## src/rtl/fft_pkg.sv

```systemverilog
// fft_pkg: shared constants and types for the FFT frame sequencer.
//   FFT_N            points per frame
//   FFT_DW           default sample component width
//   FFT_LATENCY_DEF  default datapath latency in clocks
//   fft_seq_state_t  sequencer states LOAD / COMPUTE / UNLOAD
//   fft_idx_t        4-bit sample/bin index
package fft_pkg;
  localparam int FFT_N           = 16;
  localparam int FFT_DW          = 16;
  localparam int FFT_LATENCY_DEF = 64;

  typedef enum logic [1:0] {
    LOAD    = 2'd0,
    COMPUTE = 2'd1,
    UNLOAD  = 2'd2
  } fft_seq_state_t;

  typedef logic [3:0] fft_idx_t;
endpackage

```

## src/rtl/fft_frame_buffer.sv

```systemverilog
// fft_frame_buffer: 16-entry complex register file.
//   clock, resetn         clock, async active-low reset (clears all entries)
//   i_wr_en/idx/x/y       serial write port
//   i_ld_en, i_ld_x/y     parallel load of all entries (wins over a write)
//   i_rd_idx, o_rd_x/y    serial read mux
//   o_flat_x/y            all entries flattened, entry k at [DW*k +: DW]
module fft_frame_buffer import fft_pkg::*; #(
  parameter int DW = FFT_DW
) (
  input  logic                clock,
  input  logic                resetn,
  input  logic                i_wr_en,
  input  fft_idx_t            i_wr_idx,
  input  logic [DW-1:0]       i_wr_x,
  input  logic [DW-1:0]       i_wr_y,
  input  logic                i_ld_en,
  input  logic [FFT_N*DW-1:0] i_ld_x,
  input  logic [FFT_N*DW-1:0] i_ld_y,
  input  fft_idx_t            i_rd_idx,
  output logic [DW-1:0]       o_rd_x,
  output logic [DW-1:0]       o_rd_y,
  output logic [FFT_N*DW-1:0] o_flat_x,
  output logic [FFT_N*DW-1:0] o_flat_y
);
  logic [FFT_N-1:0][DW-1:0] r_x, r_y;

  always_ff @(posedge clock or negedge resetn) begin
    if (!resetn) begin
      r_x <= '0;
      r_y <= '0;
    end else if (i_ld_en) begin
      r_x <= i_ld_x;
      r_y <= i_ld_y;
    end else if (i_wr_en) begin
      r_x[i_wr_idx] <= i_wr_x;
      r_y[i_wr_idx] <= i_wr_y;
    end
  end

  assign o_flat_x = r_x;
  assign o_flat_y = r_y;
  assign o_rd_x   = r_x[i_rd_idx];
  assign o_rd_y   = r_y[i_rd_idx];
endmodule

```

## src/rtl/fft_frame_sequencer.sv

```systemverilog
// fft_frame_sequencer: serial-to-parallel frame loader / parallel-to-serial
// unloader around a 16-point FFT datapath that has no valid signalling.
//   clock, resetn          clock, async active-low reset
//   in_valid/ready/x/y     input sample stream
//   out_valid/ready/x/y    output bin stream, out_idx = bin index
//   busy                   high while COMPUTE or UNLOAD
//   fft_xin/yin            parallel frame to datapath (sample k at [DW*k +: DW])
//   fft_xout/yout          parallel result from datapath
// Optional macro FFT_TLAST_EN adds in_last, out_last and frame_err framing.
module fft_frame_sequencer import fft_pkg::*; #(
  parameter int DW          = FFT_DW,
  parameter int FFT_LATENCY = FFT_LATENCY_DEF
) (
  input  logic                clock,
  input  logic                resetn,
  input  logic                in_valid,
  output logic                in_ready,
  input  logic [DW-1:0]       in_x,
  input  logic [DW-1:0]       in_y,
`ifdef FFT_TLAST_EN
  input  logic                in_last,
  output logic                out_last,
  output logic                frame_err,
`endif
  output logic                out_valid,
  input  logic                out_ready,
  output logic [DW-1:0]       out_x,
  output logic [DW-1:0]       out_y,
  output fft_idx_t            out_idx,
  output logic                busy,
  output logic [FFT_N*DW-1:0] fft_xin,
  output logic [FFT_N*DW-1:0] fft_yin,
  input  logic [FFT_N*DW-1:0] fft_xout,
  input  logic [FFT_N*DW-1:0] fft_yout
);
  localparam int CW = $clog2(FFT_LATENCY + 1);

  fft_seq_state_t r_state;
  fft_idx_t       r_wr_ptr, r_rd_ptr;
  logic [CW-1:0]  r_cnt;
  logic [DW-1:0]  r_out_x, r_out_y;

  logic           w_in_acc, w_out_acc, w_cnt_done, w_drop;
  logic [DW-1:0]  w_obuf_rd_x, w_obuf_rd_y;
  logic [DW-1:0]  w_ibuf_rd_x_unused, w_ibuf_rd_y_unused;
  logic [FFT_N*DW-1:0] w_obuf_flat_x_unused, w_obuf_flat_y_unused;

  assign w_in_acc   = in_valid & in_ready;
  assign w_out_acc  = out_valid & out_ready;
  assign w_cnt_done = (r_state == COMPUTE) && (r_cnt == CW'(FFT_LATENCY));

`ifdef FFT_TLAST_EN
  // Early in_last abandons the partial frame.
  assign w_drop = w_in_acc & in_last & (r_wr_ptr != 4'd15);
`else
  assign w_drop = 1'b0;
`endif

  always_ff @(posedge clock or negedge resetn) begin
    if (!resetn) begin
      r_state  <= LOAD;
      r_wr_ptr <= '0;
      r_rd_ptr <= '0;
      r_cnt    <= '0;
      r_out_x  <= '0;
      r_out_y  <= '0;
    end else begin
      case (r_state)
        LOAD: begin
          if (w_drop) begin
            r_wr_ptr <= '0;
          end else if (w_in_acc) begin
            r_wr_ptr <= r_wr_ptr + 4'd1;
            if (r_wr_ptr == 4'd15) begin
              r_state <= COMPUTE;
              r_cnt   <= '0;
            end
          end
        end
        COMPUTE: begin
          if (w_cnt_done) begin
            // Bin 0 goes straight into the output register so out_x/out_y
            // are valid in the first UNLOAD cycle.
            r_state  <= UNLOAD;
            r_cnt    <= '0;
            r_rd_ptr <= '0;
            r_out_x  <= fft_xout[DW-1:0];
            r_out_y  <= fft_yout[DW-1:0];
          end else begin
            r_cnt <= r_cnt + 1'b1;
          end
        end
        UNLOAD: begin
          if (w_out_acc) begin
            r_rd_ptr <= r_rd_ptr + 4'd1;
            if (r_rd_ptr == 4'd15) begin
              r_state <= LOAD;
              r_out_x <= '0;
              r_out_y <= '0;
            end else begin
              // obuf read port is addressed one ahead of rd_ptr.
              r_out_x <= w_obuf_rd_x;
              r_out_y <= w_obuf_rd_y;
            end
          end
        end
        default: r_state <= LOAD;
      endcase
    end
  end

`ifdef FFT_TLAST_EN
  logic r_out_last, r_frame_err;
  always_ff @(posedge clock or negedge resetn) begin
    if (!resetn) begin
      r_out_last  <= 1'b0;
      r_frame_err <= 1'b0;
    end else begin
      // Error when in_last disagrees with the 16-count framing.
      r_frame_err <= w_in_acc & ((r_wr_ptr == 4'd15) ? ~in_last : in_last);
      if (w_cnt_done)
        r_out_last <= 1'b0;
      else if (w_out_acc)
        r_out_last <= (r_rd_ptr == 4'd14);
    end
  end
  assign out_last  = r_out_last;
  assign frame_err = r_frame_err;
`endif

  fft_frame_buffer #(.DW(DW)) u_ibuf (
    .clock    (clock),
    .resetn   (resetn),
    .i_wr_en  (w_in_acc),
    .i_wr_idx (r_wr_ptr),
    .i_wr_x   (in_x),
    .i_wr_y   (in_y),
    .i_ld_en  (1'b0),
    .i_ld_x   ('0),
    .i_ld_y   ('0),
    .i_rd_idx (r_wr_ptr),
    .o_rd_x   (w_ibuf_rd_x_unused),
    .o_rd_y   (w_ibuf_rd_y_unused),
    .o_flat_x (fft_xin),
    .o_flat_y (fft_yin)
  );

  fft_frame_buffer #(.DW(DW)) u_obuf (
    .clock    (clock),
    .resetn   (resetn),
    .i_wr_en  (1'b0),
    .i_wr_idx ('0),
    .i_wr_x   ('0),
    .i_wr_y   ('0),
    .i_ld_en  (w_cnt_done),
    .i_ld_x   (fft_xout),
    .i_ld_y   (fft_yout),
    .i_rd_idx (r_rd_ptr + 4'd1),
    .o_rd_x   (w_obuf_rd_x),
    .o_rd_y   (w_obuf_rd_y),
    .o_flat_x (w_obuf_flat_x_unused),
    .o_flat_y (w_obuf_flat_y_unused)
  );

  assign in_ready  = (r_state == LOAD);
  assign out_valid = (r_state == UNLOAD);
  assign busy      = (r_state != LOAD);
  assign out_x     = r_out_x;
  assign out_y     = r_out_y;
  assign out_idx   = r_rd_ptr;
endmodule

```

## config.mk

```make
export PLATFORM = sky130hd
export DESIGN_NAME = fft_frame_sequencer
export DESIGN_NICKNAME = d
export VERILOG_FILES = /design/src/rtl/fft_pkg.sv /design/src/rtl/fft_frame_buffer.sv /design/src/rtl/fft_frame_sequencer.sv
export SDC_FILE = /design/constraint.sdc
export NUM_CORES = 1
export LEC_CHECK = 0
export CAP_MARGIN = 40
export CORE_AREA = 2 2 426 428
export CTS_BUF_LIST = sky130_fd_sc_hd__clkbuf_8
export DETAILED_ROUTE_END_ITERATION = 10
export DIE_AREA = 0 0 428 430
export HOLD_SLACK_MARGIN = 0.08
export PLACE_DENSITY = 0.51
export SLEW_MARGIN = 20
export SYNTH_ARGS = -nofsm -noshare
export SYNTH_HDL_FRONTEND = slang
export SYNTH_SLANG_ARGS = --single-unit
```

## constraint.sdc

```tcl
create_clock -name clock -period 5.2 [get_ports clock]
set_input_delay 1.04 -clock clock [delete_from_list [all_inputs] [get_ports clock]]
set_output_delay 1.04 -clock clock [all_outputs]
set_load 0.02 [all_outputs]
```

==> qor.csv <==
stage,metric,value,unit
status,status,"finished, final reports clean",
floorplanning,Starting Density,25.76,%
logic_synthesis,Most used DFF post-synth,dfrtp_1,
logic_synthesis,adder-cell share of the synthesized area,0.1891,%
cts,CTS Root Cell,clkbuf_8,
grt,initial antenna violation count,86,
cts,Num Clock Sinks,1073,
logic_synthesis,top cell type's share of synthesized area,57.98,%
worst_setup_path,Critical Path AT,2.91,ns
logic_synthesis,Compound-Gate Fraction of Synth Area,1.621,%
sta,Final Hold Viols,0,
floorplanning,Core Rows,156,
logic_synthesis,"Seq/Total Area, Yosys",57.98,%
grt,total global-route track usage,17.29,%
placed_design,hpwl dp,117.5,mm
sta,part of the cycle the worst path needs,75.95,%
cts,cts bufs inserted,192,
job,max_cap viols,0,
logic_synthesis,most frequent cell after synthesis,dfrtp_1,
logic_synthesis,list of most frequent post-synthesis cells,"dfrtp_1 (1073), mux2_4 (480), mux2_1 (462), mux4_2 (128), mux2_2 (82)",
logic_synthesis,cell area after synthesis,46310,sq um
final_layout,FF/Latch Area,26850,sq um
logic_synthesis,top cell type by total area after synthesis,dfrtp_1,
drt,first drt pass iteration count,4,
logic_synthesis,post-synthesis cell type count,40,
sta,final count of pins violating max slew,0,
drt,DR iter-0 viols,1332,
final_layout,fin nets,4463,
final_layout,layout cells sized above 1,26.71,%
floorplanning,die area,184000,sq um
grt,vias in the first global route,30186,
pwr,PwrDens,573.5,nW/um^2
pwr,leakage power,29.22,nW
cts,H-tree depth,4,
drt,vias post-DR,28282,
logic_synthesis,Post-synth EDFFs,0,
cts,TritonCTS clock tree,done,
worst_setup_path,CP Cell Sequence,buf_4 -> clkdlybuf4s50_1,
pwr,peak supply drop,0.2865,mV
floorplanning,Die W,428,um
drt,ANT nets after route,0,
placed_design,# port buffers,1098,
logic_synthesis,Synth Warn #,0,
pwr,Reg power frac,37.5,%
cts,clk slew on worst S/H paths,0.06,ns
final_layout,# fillers,17393,
logic_synthesis,largest family of logic cells by synthesized area,multiplexers,
pwr,Pint,24.42,mW
worst_setup_path,critical path type,flop to output port,
sta,relative slew slack,29.90,%
logic_synthesis,Mean Syn Cell Area,17.03,sq um
worst_setup_path,worst-path fanout max,23,
logic_synthesis,share of synthesized flip-flops with an asynchronous set or reset,100.0,%
sta,RSZ-0062 raised after global routing,no,
sta,setup_tns,0,ns
logic_synthesis,Syn Nets,3274,
sta,worst clock skew,0.05026,ns
pwr,net switching power,12.54,mW
drt,WL/cell,25.06,um
sta,post-route setup slack,1.251,ns
placed_design,pre-CTS setup slack,1.256,ns
drt,final WL,161.9,mm
cts,clk buf depth,3,
drt,DRC errors left,0,
logic_synthesis,area share of xor/xnor cells in the synthesized design,0.09457,%
pwr,switch share,33.93,%
placed_design,gpl congestion,0.7785,
grt,"Remaining Overflow, GRT",0,
grt,largest net degree at the start of global routing,135,
pwr,Logic pwr share,40.0,%
worst_setup_path,Worst Path Required,4.16,ns
sta,Slew @ Worst Pin,1.051,ns
worst_setup_path,slowest CP cell,dfrtp_4,
logic_synthesis,mux cell area share after synthesis,36.40,%
floorplanning,I/O pins,1099,
cts,later-pin clock latency in the skew report,0.97,ns
sta,final period demand of the worst path,3.949,ns
floorplanning,Die H,430,um
final_layout,synth-to-layout area growth,39.16,%
final_layout,Multi-input gate area,18300,sq um
logic_synthesis,Synth Register Bits,1073,
sta,Fmax,253.2,MHz
worst_setup_path,Critical Path Sink Type,output port,
floorplanning,core area,179800,sq um
worst_setup_path,Max stage delay on crit path,0.76,ns
logic_synthesis,top area cells in the synthesized netlist,"dfrtp_1 (58%), mux2_4 (16%), mux2_1 (11%)",
grt,global-route wire length before repair,229.1,mm
sta,final setup vio count,0,
logic_synthesis,post-synthesis instance total,2719,
logic_synthesis,Post-Synth Simple-Gate Area,0.9700,%
pwr,Clk pwr share,22.5,%
worst_hold_path,path type of the worst min-delay path,flop to flop,
worst_setup_path,CP Launch Type,flop,
drt,DR vias/cell,4.377,
## state kept, by name, summed over array words and instances, names as in the netlist
register,count
u_ibuf.o_flat_x,256
u_ibuf.o_flat_y,256
u_obuf.o_flat_x,256
u_obuf.o_flat_y,256
out_x,16
out_y,16
r_cnt,7
out_idx,4
r_wr_ptr,4
r_state,2
## power by group through the flow
stage | logic [mW] | registers, mW | clock network [mW]
CTS | 15.0 | 13.9 | 8.66
floorplan | 5.75 | 15.8 | 0
global placement | 14.8 | 13.9 | 0
finish | 14.8 | 13.9 | 8.32
global route | 15.6 | 14.3 | 9.00
detailed placement | 15.0 | 14.0 | 0
## critical path, delay by kind of cell, from the launching register on
kind | cells | cell delay (ns)
buffers and inverters | 2 | 1.19
DFF | 1 | 0.76
## placed cells by master (no fill, tap or decap), types with 21 or more instances in the layout
master           netlist  routed
inv_1                  7      80
a21oi_1               32      32
clkdlybuf4s50_1        0    1092
buf_4                  1      43
nor2_1                41      38
dfrtp_1             1073    1072
o22a_1                32      32
o21ai_1               37      36
mux2i_1               64      64
mux2_4               480     480
clkbuf_8               0     238
mux4_2               128     128
diode_2                0      33
buf_12                 0      21
mux2_1               462     462
mux2_2                82      82
## cells by family after synthesis
kind of cell,Yosys count
buf+inv,204
xor+xnor,5
fa+ha+maj,7
simple gates,94
compound gates,120
flops,1073
mux,1216
## repair_timing
item	in CTS	in global routing
setup buffers	0	0
resized for setup	0	0
endpoints found under the hold margin	25	0
hold buffers	1	0
## per-layer routing
metal | wire, um | vias up | track usage, %
met5 | 613 | - | 0
met4 | 5547 | 100 | 7.272
met3 | 13170 | 359 | 6.777
met2 | 81420 | 984 | 29.58
met1 | 61190 | 14498 | 19.07
li1 | - | 12341 | -
## final timing paths
| kind | endpoint | from | cells past startpoint | slack (ns) |
|---|---|---|---|---|
| max | out_idx[0] | out_idx[0] | 2 | 1.25 |
| min | u_ibuf.o_flat_y[209] | u_ibuf.o_flat_y[209] | 1 | 0.48 |
| max reg2reg | u_ibuf.o_flat_x[93] | r_state[0] | 6 | 1.91 |
| min reg2reg | u_ibuf.o_flat_y[209] | u_ibuf.o_flat_y[209] | 1 | 0.48 |
| max in group asynchronous | u_ibuf.o_flat_x[34] | resetn | 3 | 3.08 |
| min in group asynchronous | u_obuf.o_flat_y[251] | resetn | 2 | 0.68 |
## stage by stage
stage          instances  utilization [%]  instance area, sq um  total power, mW  hold slack, ns
6_report            6461            35.85                 64440            36.96          0.4823
4_1_cts             6424            35.75                 64270            37.57          0.4855
3_3_place_gp        6049            33.25                 59780            28.73          0.4676
3_5_place_dp        6079            33.51                 60240            28.98          0.4737
2_1_floorplan       2719                -                 46310            21.51          0.4550
5_1_grt             6446            35.83                 64400            38.83          0.4941
## final cells by class
cell class	count	area share (%)
sequential	1073	41.67
multi-input combinational	1442	28.40
timing repair buffer	1191	18.92
clock buffer	238	5.083
tap	2370	4.602
clock inverter	106	1.153
antenna	33	0.1281
inverter	8	0.04660
Note: power is estimated with default switching activity, not from simulation.
